--- config.mk ---
export PLATFORM = sky130hd
export DESIGN_NAME = cv32e40p_tmr_vote_manager_flat
export DESIGN_NICKNAME = d
export VERILOG_FILES = /design/src/rtl/cv32e40p_tmr_vote_manager_if.sv /design/src/rtl/cv32e40p_tmr_vote_manager.sv /design/src/flat_wrapper.sv
export SDC_FILE = /design/constraint.sdc
export NUM_CORES = 1
export LEC_CHECK = 0
export CORE_ASPECT_RATIO = 1.75
export CORE_MARGIN = 2
export CORE_UTILIZATION = 50
export DETAILED_ROUTE_END_ITERATION = 10
export DONT_BUFFER_PORTS = 1
export GPL_ROUTABILITY_DRIVEN = 0
export SKIP_CTS_REPAIR_TIMING = 1
export SLEW_MARGIN = 20
export SYNTH_ARGS = -nofsm -noshare
export SYNTH_HDL_FRONTEND = slang
export SYNTH_SLANG_ARGS = --single-unit
--- constraint.sdc ---
create_clock -name clk -period 3.55 [get_ports clk]
set_input_delay 0.71 -clock clk [delete_from_list [all_inputs] [get_ports clk]]
set_output_delay 0.71 -clock clk [all_outputs]
set_load 0.01 [all_outputs]
--- src/rtl/cv32e40p_tmr_vote_manager_if.sv ---
// Bus bundle between a triplicated block, the TMR vote manager and its consumer.
// master: drives replicas/valid/clear and reads votes; slave: the vote manager.
interface cv32e40p_tmr_vote_manager_if #(
    parameter int WIDTH     = 32,
    parameter int CNT_WIDTH = 4
);
    logic                 valid_i;
    logic [WIDTH-1:0]     in1_i;
    logic [WIDTH-1:0]     in2_i;
    logic [WIDTH-1:0]     in3_i;
    logic                 clear_i;
    logic [WIDTH-1:0]     vote_o;
    logic                 vote_valid_o;
    logic                 fault_o;
    logic                 no_majority_o;
    logic [1:0]           state_o;
    logic [1:0]           faulty_rep_o;
    logic [CNT_WIDTH-1:0] err_cnt_o;

    modport master (
        output valid_i, in1_i, in2_i, in3_i, clear_i,
        input  vote_o, vote_valid_o, fault_o, no_majority_o,
        input  state_o, faulty_rep_o, err_cnt_o
    );

    modport slave (
        input  valid_i, in1_i, in2_i, in3_i, clear_i,
        output vote_o, vote_valid_o, fault_o, no_majority_o,
        output state_o, faulty_rep_o, err_cnt_o
    );
endinterface

--- src/rtl/cv32e40p_tmr_vote_manager.sv ---
// TMR voter with persistent-fault isolation: NORMAL -> DEGRADED (duplex) -> FAILED.
// Ports: clk, rst_n (async low), bus (slave: replicas/valid/clear in, vote/status out).
module cv32e40p_tmr_vote_manager #(
    parameter int WIDTH       = 32,
    parameter int PERSIST_THR = 3,
    parameter int CNT_WIDTH   = 4,
    parameter int OUT_REG     = 0
) (
    input logic clk,
    input logic rst_n,
    cv32e40p_tmr_vote_manager_if.slave bus
);
    localparam int RW = $clog2(PERSIST_THR + 1);
    localparam logic [RW-1:0] THR_R = RW'(PERSIST_THR);

    typedef enum logic [1:0] {
        NORMAL   = 2'b00,
        DEGRADED = 2'b01,
        FAILED   = 2'b10
    } state_e;

    state_e               state_q, state_d;
    logic [1:0]           rep_q, rep_d;
    logic [2:0][RW-1:0]   run_q, run_d;
    logic [CNT_WIDTH-1:0] err_q, err_d;
    logic [WIDTH-1:0]     held_q;

    logic [2:0][WIDTH-1:0] w;
    logic [WIDTH-1:0]      maj, pa, pb, vote;
    logic [2:0]            dis, qual;
    logic                  all_diff, vv, flt;

    assign w[0] = bus.in1_i;
    assign w[1] = bus.in2_i;
    assign w[2] = bus.in3_i;

    assign maj      = (w[0] & w[1]) | (w[0] & w[2]) | (w[1] & w[2]);
    assign dis[0]   = w[0] != maj;
    assign dis[1]   = w[1] != maj;
    assign dis[2]   = w[2] != maj;
    assign all_diff = (w[0] != w[1]) && (w[0] != w[2]) && (w[1] != w[2]);

    // Surviving pair once a replica has been isolated
    always_comb begin
        pa = w[0];
        pb = w[1];
        case (rep_q)
            2'd1:    begin pa = w[1]; pb = w[2]; end
            2'd2:    begin pa = w[0]; pb = w[2]; end
            default: begin pa = w[0]; pb = w[1]; end
        endcase
    end

    always_comb begin
        vote    = held_q;
        vv      = 1'b0;
        flt     = 1'b0;
        qual    = '0;
        state_d = state_q;
        rep_d   = rep_q;
        run_d   = run_q;
        err_d   = err_q;
        case (state_q)
            NORMAL: begin
                vote = maj;
                vv   = bus.valid_i & ~all_diff;
                flt  = bus.valid_i & (|dis);
                if (bus.valid_i) begin
                    for (int i = 0; i < 3; i++) begin
                        if (dis[i])
                            run_d[i] = (run_q[i] == THR_R) ? run_q[i]
                                                           : run_q[i] + RW'(1);
                        else
                            run_d[i] = '0;
                        qual[i] = (run_d[i] == THR_R);
                    end
                    // No majority, or several persistent offenders: give up
                    if (all_diff || $countones(qual) > 1) begin
                        state_d = FAILED;
                    end else if (qual != 3'b000) begin
                        state_d = DEGRADED;
                        unique case (1'b1)
                            qual[0]: rep_d = 2'd1;
                            qual[1]: rep_d = 2'd2;
                            qual[2]: rep_d = 2'd3;
                            default: rep_d = rep_q;
                        endcase
                    end
                end
            end
            DEGRADED: begin
                if (pa == pb) begin
                    vote = pa;
                    vv   = bus.valid_i;
                end else begin
                    flt = bus.valid_i;
                    if (bus.valid_i) state_d = FAILED;
                end
            end
            default: ;
        endcase
        if (flt && err_q != {CNT_WIDTH{1'b1}}) err_d = err_q + CNT_WIDTH'(1);
        // The sample is still voted, but all bookkeeping restarts
        if (bus.clear_i) begin
            state_d = NORMAL;
            rep_d   = 2'd0;
            run_d   = '0;
            err_d   = '0;
        end
    end

    always_ff @(posedge clk or negedge rst_n) begin
        if (!rst_n) begin
            state_q <= NORMAL;
            rep_q   <= 2'd0;
            run_q   <= '0;
            err_q   <= '0;
            held_q  <= '0;
        end else begin
            state_q <= state_d;
            rep_q   <= rep_d;
            run_q   <= run_d;
            err_q   <= err_d;
            if (vv) held_q <= vote;
        end
    end

    assign bus.state_o       = state_q;
    assign bus.faulty_rep_o  = rep_q;
    assign bus.err_cnt_o     = err_q;
    assign bus.no_majority_o = (state_q == FAILED);

    if (OUT_REG != 0) begin : g_reg
        logic [WIDTH-1:0] vote_r;
        logic             vv_r, flt_r;
        always_ff @(posedge clk or negedge rst_n) begin
            if (!rst_n) begin
                vote_r <= '0;
                vv_r   <= 1'b0;
                flt_r  <= 1'b0;
            end else begin
                vote_r <= vote;
                vv_r   <= vv;
                flt_r  <= flt;
            end
        end
        assign bus.vote_o       = vote_r;
        assign bus.vote_valid_o = vv_r;
        assign bus.fault_o      = flt_r;
    end else begin : g_comb
        // Outputs read zero while reset is held, even with live inputs
        assign bus.vote_o       = rst_n ? vote : '0;
        assign bus.vote_valid_o = rst_n & vv;
        assign bus.fault_o      = rst_n & flt;
    end
endmodule

--- src/flat_wrapper.sv ---
// flat-port wrapper written by rule: the top's interface ports become plain ports
module cv32e40p_tmr_vote_manager_flat 
#(
    parameter int WIDTH       = 32,
    parameter int PERSIST_THR = 3,
    parameter int CNT_WIDTH   = 4,
    parameter int OUT_REG     = 0
)
  (clk, rst_n, bus_valid_i, bus_in1_i, bus_in2_i, bus_in3_i, bus_clear_i, bus_vote_o, bus_vote_valid_o, bus_fault_o, bus_no_majority_o, bus_state_o, bus_faulty_rep_o, bus_err_cnt_o);
  cv32e40p_tmr_vote_manager_if #(.WIDTH(WIDTH), .CNT_WIDTH(CNT_WIDTH)) bus_i ();
  input logic clk;
  input logic rst_n;
  input wire logic [$bits(bus_i.valid_i)-1:0] bus_valid_i;
  input wire logic [$bits(bus_i.in1_i)-1:0] bus_in1_i;
  input wire logic [$bits(bus_i.in2_i)-1:0] bus_in2_i;
  input wire logic [$bits(bus_i.in3_i)-1:0] bus_in3_i;
  input wire logic [$bits(bus_i.clear_i)-1:0] bus_clear_i;
  output wire logic [$bits(bus_i.vote_o)-1:0] bus_vote_o;
  output wire logic [$bits(bus_i.vote_valid_o)-1:0] bus_vote_valid_o;
  output wire logic [$bits(bus_i.fault_o)-1:0] bus_fault_o;
  output wire logic [$bits(bus_i.no_majority_o)-1:0] bus_no_majority_o;
  output wire logic [$bits(bus_i.state_o)-1:0] bus_state_o;
  output wire logic [$bits(bus_i.faulty_rep_o)-1:0] bus_faulty_rep_o;
  output wire logic [$bits(bus_i.err_cnt_o)-1:0] bus_err_cnt_o;
  assign bus_i.valid_i = bus_valid_i;
  assign bus_i.in1_i = bus_in1_i;
  assign bus_i.in2_i = bus_in2_i;
  assign bus_i.in3_i = bus_in3_i;
  assign bus_i.clear_i = bus_clear_i;
  assign bus_vote_o = bus_i.vote_o;
  assign bus_vote_valid_o = bus_i.vote_valid_o;
  assign bus_fault_o = bus_i.fault_o;
  assign bus_no_majority_o = bus_i.no_majority_o;
  assign bus_state_o = bus_i.state_o;
  assign bus_faulty_rep_o = bus_i.faulty_rep_o;
  assign bus_err_cnt_o = bus_i.err_cnt_o;
  cv32e40p_tmr_vote_manager #(.WIDTH(WIDTH), .PERSIST_THR(PERSIST_THR), .CNT_WIDTH(CNT_WIDTH), .OUT_REG(OUT_REG)) u_core (.clk(clk), .rst_n(rst_n), .bus(bus_i));
endmodule
==> metrics.txt <==
net load switching power=0.745 mW; max-capacitance violation count=0; share of power burned in registers=0.271; iteration count of the initial detailed-routing pass=8; leak pwr=4.07 nW; final worst path period need=4200 ps; failing checks=negative setup slack; instance count of the mapped netlist=865; vias per std cell=7.24; number of synthesized register bits=46; Worst-path clk slew=60 ps; Synth-to-Final Area Change=27.8%; final cycle utilization of the critical path=1.18; ports placed on the boundary=143; antenna violations before repair=0; GRT Residual Overflow=0; Switching Share=0.369; worst voltage drop across the vdd grid=308 µV; power share of the clock group=0.230; via count=8705; run status=complete, but fails checks; first-pass GRT wire length=47.1 mm; clock tree root buffer cell=sky130_fd_sc_hd__clkbuf_16; CP top delay family=compound AO/OA/AOI/OAI gates; critical path, cell by cell=inv_2, ha_4, buf_12, mux2i_4, xnor2_2, nor4_4, o2111ai_2, nor3_2, o21a_2, o21ai_4, clkbuf_16, a211oi_2, buf_4; Crit path arrival time=3490 ps; Detail Route Antenna Nets=0; Critical path buffers and inverters=4; pre-CTS worst setup slack=-1090 ps; PnR Total Power=2.02 mW; vias in the first global route=8402; headroom to the max-slew limit=0.208; worst-path cell with the longest stage delay=sky130_fd_sc_hd__nor4_4; global router's overall resource usage=0.377; count of antenna diodes in the layout=0; clock latency on the worst-skew pair=300 ps; number of clock buffers inserted by TritonCTS=5; placed cell area=8830 µm²; worst hold path class=input pin to async pin; final-report setup violation count=35; highest-count cells in the layout ignoring fill and taps=sky130_fd_sc_hd__buf_4, sky130_fd_sc_hd__nor4_1, sky130_fd_sc_hd__ha_1; net count after synthesis=1065; routed length per placed instance=27.2 µm; Total Nets Final=1219; final standard cell utilization of the core=0.649; Synth Flop Type=sky130_fd_sc_hd__dfrtp_1; total standard cell area after synthesis=7500 µm²; pin count of the biggest net entering global routing=49; sort of element at the end of the critical path=output pin; pins over their slew limit=0; number of hold violations in the final report=0; highest clock rate=238 MHz; warning count from the yosys run=0; Worst Path Max Fanout=6; final std cell area, no fill=9590 µm²; CTS Buffer Depth=2; startpoint kind of the worst setup timing path=flop; total length of routed wires=32.7 mm; floorplan die width=96.6 µm; final critical-path setup slack=-646 ps; most common cell after layout, fill and taps aside=sky130_fd_sc_hd__buf_4; EDFF count, synth=0; actual slew at the worst max-slew pin=1190 ps; Chip Height=166 µm; number of DRC markers in iteration 0=752; Critical Path Max Stage Delay=420 ps; IO buf count=0; final-layout fill cell count=1266; number of cell rows=59; detailed-route DRC error count=0; Comb power frac=0.499; Num Clock Sinks=46; setup repair after global routing missed its margin=true; DIE AREA=16000 µm²; final clock skew=8.80 ps; post-synthesis area per instance=8.67 µm²; area of the core=14800 µm²; hold_ws=103 ps; count of different cell masters after synthesis=50; internal cell power=1.28 mW; TritonCTS clock tree=yes; post-synthesis sequential area ratio=0.153; Req. time, crit path=2840 ps; hpwl dp=25.5 mm; Setup Crit Path Kind=flop to output pin; H-tree levels=2; proportion of layout cells with a drive suffix above 1=0.275; Power Dens Cells=211 nW/µm²; effective utilization at floorplan=0.508; FFs w/ async S/R, synth=1.00
## sequential cells by signal, indices dropped and copies added (netlist names)
| name | count |
|---|---|
| u_core.held_q | 32 |
| u_core.run_q | 6 |
| u_core.bus.err_cnt_o | 4 |
| u_core.bus.faulty_rep_o | 2 |
| u_core.bus.state_o | 2 |
## metrics by stage
stage	TNS [ps]	instances
6_report	-20140	1203
3_5_place_dp	-48860	1185
5_1_grt	-22770	1203
3_3_place_gp	-45930	1185
2_1_floorplan	0	865
4_1_cts	-59750	1193
## area by class of cell
cell class | instances | area (µm²) | area share
flip-flops and latches | 46 | 1150 | 0.120
multi-input cells | 749 | 6500 | 0.678
inverters | 46 | 173 | 0.0180
repair buffers | 171 | 1390 | 0.145
clock inverters | 3 | 21.3 | 0.00222
clock buffers | 5 | 125 | 0.0130
well taps | 183 | 229 | 0.0239
## logic make-up after synthesis
group	synth area share
simple gates	0.203
flops	0.153
xor+xnor	0.0782
fa+ha+maj	0.167
buf+inv	0.0409
mux	0.0975
compound gates	0.260
## metal layers
layer	vias to the layer above	part of all wire	wire length (µm)	GRT usage
li1	3928	-	-	-
met2	504	0.48	15700	0.637
met5	-	0	0	0
met4	0	0.11	3480	0.329
met3	176	0.084	2740	0.0800
met1	4097	0.33	10800	0.390
## cell usage after synthesis (2+ instances only)
library cell	instances	area share
sky130_fd_sc_hd__clkbuf_1	11	0.0055
sky130_fd_sc_hd__mux2i_1	54	0.072
sky130_fd_sc_hd__and3_1	3	0.0025
sky130_fd_sc_hd__nor3b_1	2	0.0020
sky130_fd_sc_hd__nor2b_1	4	0.0033
sky130_fd_sc_hd__inv_1	45	0.023
sky130_fd_sc_hd__o31a_1	96	0.11
sky130_fd_sc_hd__o22ai_1	49	0.041
sky130_fd_sc_hd__a211oi_1	34	0.034
sky130_fd_sc_hd__ha_1	100	0.17
sky130_fd_sc_hd__nand2_1	16	0.0080
sky130_fd_sc_hd__xnor2_1	55	0.064
sky130_fd_sc_hd__nor3_1	24	0.016
sky130_fd_sc_hd__dfrtp_1	46	0.15
sky130_fd_sc_hd__buf_2	7	0.0047
sky130_fd_sc_hd__nand3_1	10	0.0067
sky130_fd_sc_hd__o21ai_0	19	0.013
sky130_fd_sc_hd__mux2_2	17	0.026
sky130_fd_sc_hd__a21boi_0	2	0.0020
sky130_fd_sc_hd__nand4_1	18	0.015
sky130_fd_sc_hd__nor4_1	138	0.12
sky130_fd_sc_hd__buf_4	2	0.0020
sky130_fd_sc_hd__nand2b_1	7	0.0058
sky130_fd_sc_hd__a21oi_1	15	0.010
sky130_fd_sc_hd__a311oi_1	3	0.0035
sky130_fd_sc_hd__or4_1	14	0.014
sky130_fd_sc_hd__nor2_1	18	0.0090
sky130_fd_sc_hd__xor2_1	12	0.014
sky130_fd_sc_hd__o2111ai_1	2	0.0023
sky130_fd_sc_hd__buf_6	3	0.0045
sky130_fd_sc_hd__o221ai_1	2	0.0023
sky130_fd_sc_hd__a32o_1	19	0.025
## power groups by stage
stage	Sequential [mW]	Clock [mW]	Combinational (mW)
6_report	0.548	0.465	1.01
2_1_floorplan	0.555	0	0.546
4_1_cts	0.547	0.476	0.912
3_3_place_gp	0.556	0	0.891
3_5_place_dp	0.557	0	0.903
5_1_grt	0.549	0.491	1.06
## worst register-to-register path: stages, from the launching register on
cell and delay (ps):
sky130_fd_sc_hd__dfrtp_1 380, sky130_fd_sc_hd__inv_2 70, sky130_fd_sc_hd__ha_4 220, sky130_fd_sc_hd__buf_12 170, sky130_fd_sc_hd__mux2i_4 270, sky130_fd_sc_hd__xnor2_2 100
sky130_fd_sc_hd__nor4_4 420, sky130_fd_sc_hd__o2111ai_2 240, sky130_fd_sc_hd__nor3_2 270, sky130_fd_sc_hd__o21a_2 270, sky130_fd_sc_hd__buf_6 220, sky130_fd_sc_hd__o211ai_4 110
sky130_fd_sc_hd__buf_4 350, sky130_fd_sc_hd__mux2i_1 200
## worst paths after layout
check,startpoint,endpoint,slack (ps),cells past startpoint
max,u_core.bus.faulty_rep_o[1],bus_vote_o[27],-650,13
min,rst_n,u_core.held_q[22],100,0
min in group clk,bus_clear_i,u_core.run_q[4],470,1
max reg2reg,u_core.bus.faulty_rep_o[1],u_core.held_q[25],110,13
max in group asynchronous,rst_n,u_core.bus.err_cnt_o[2],3330,0
min reg2reg,u_core.held_q[8],u_core.held_q[8],530,2
(Power assumes the default switching activity.)
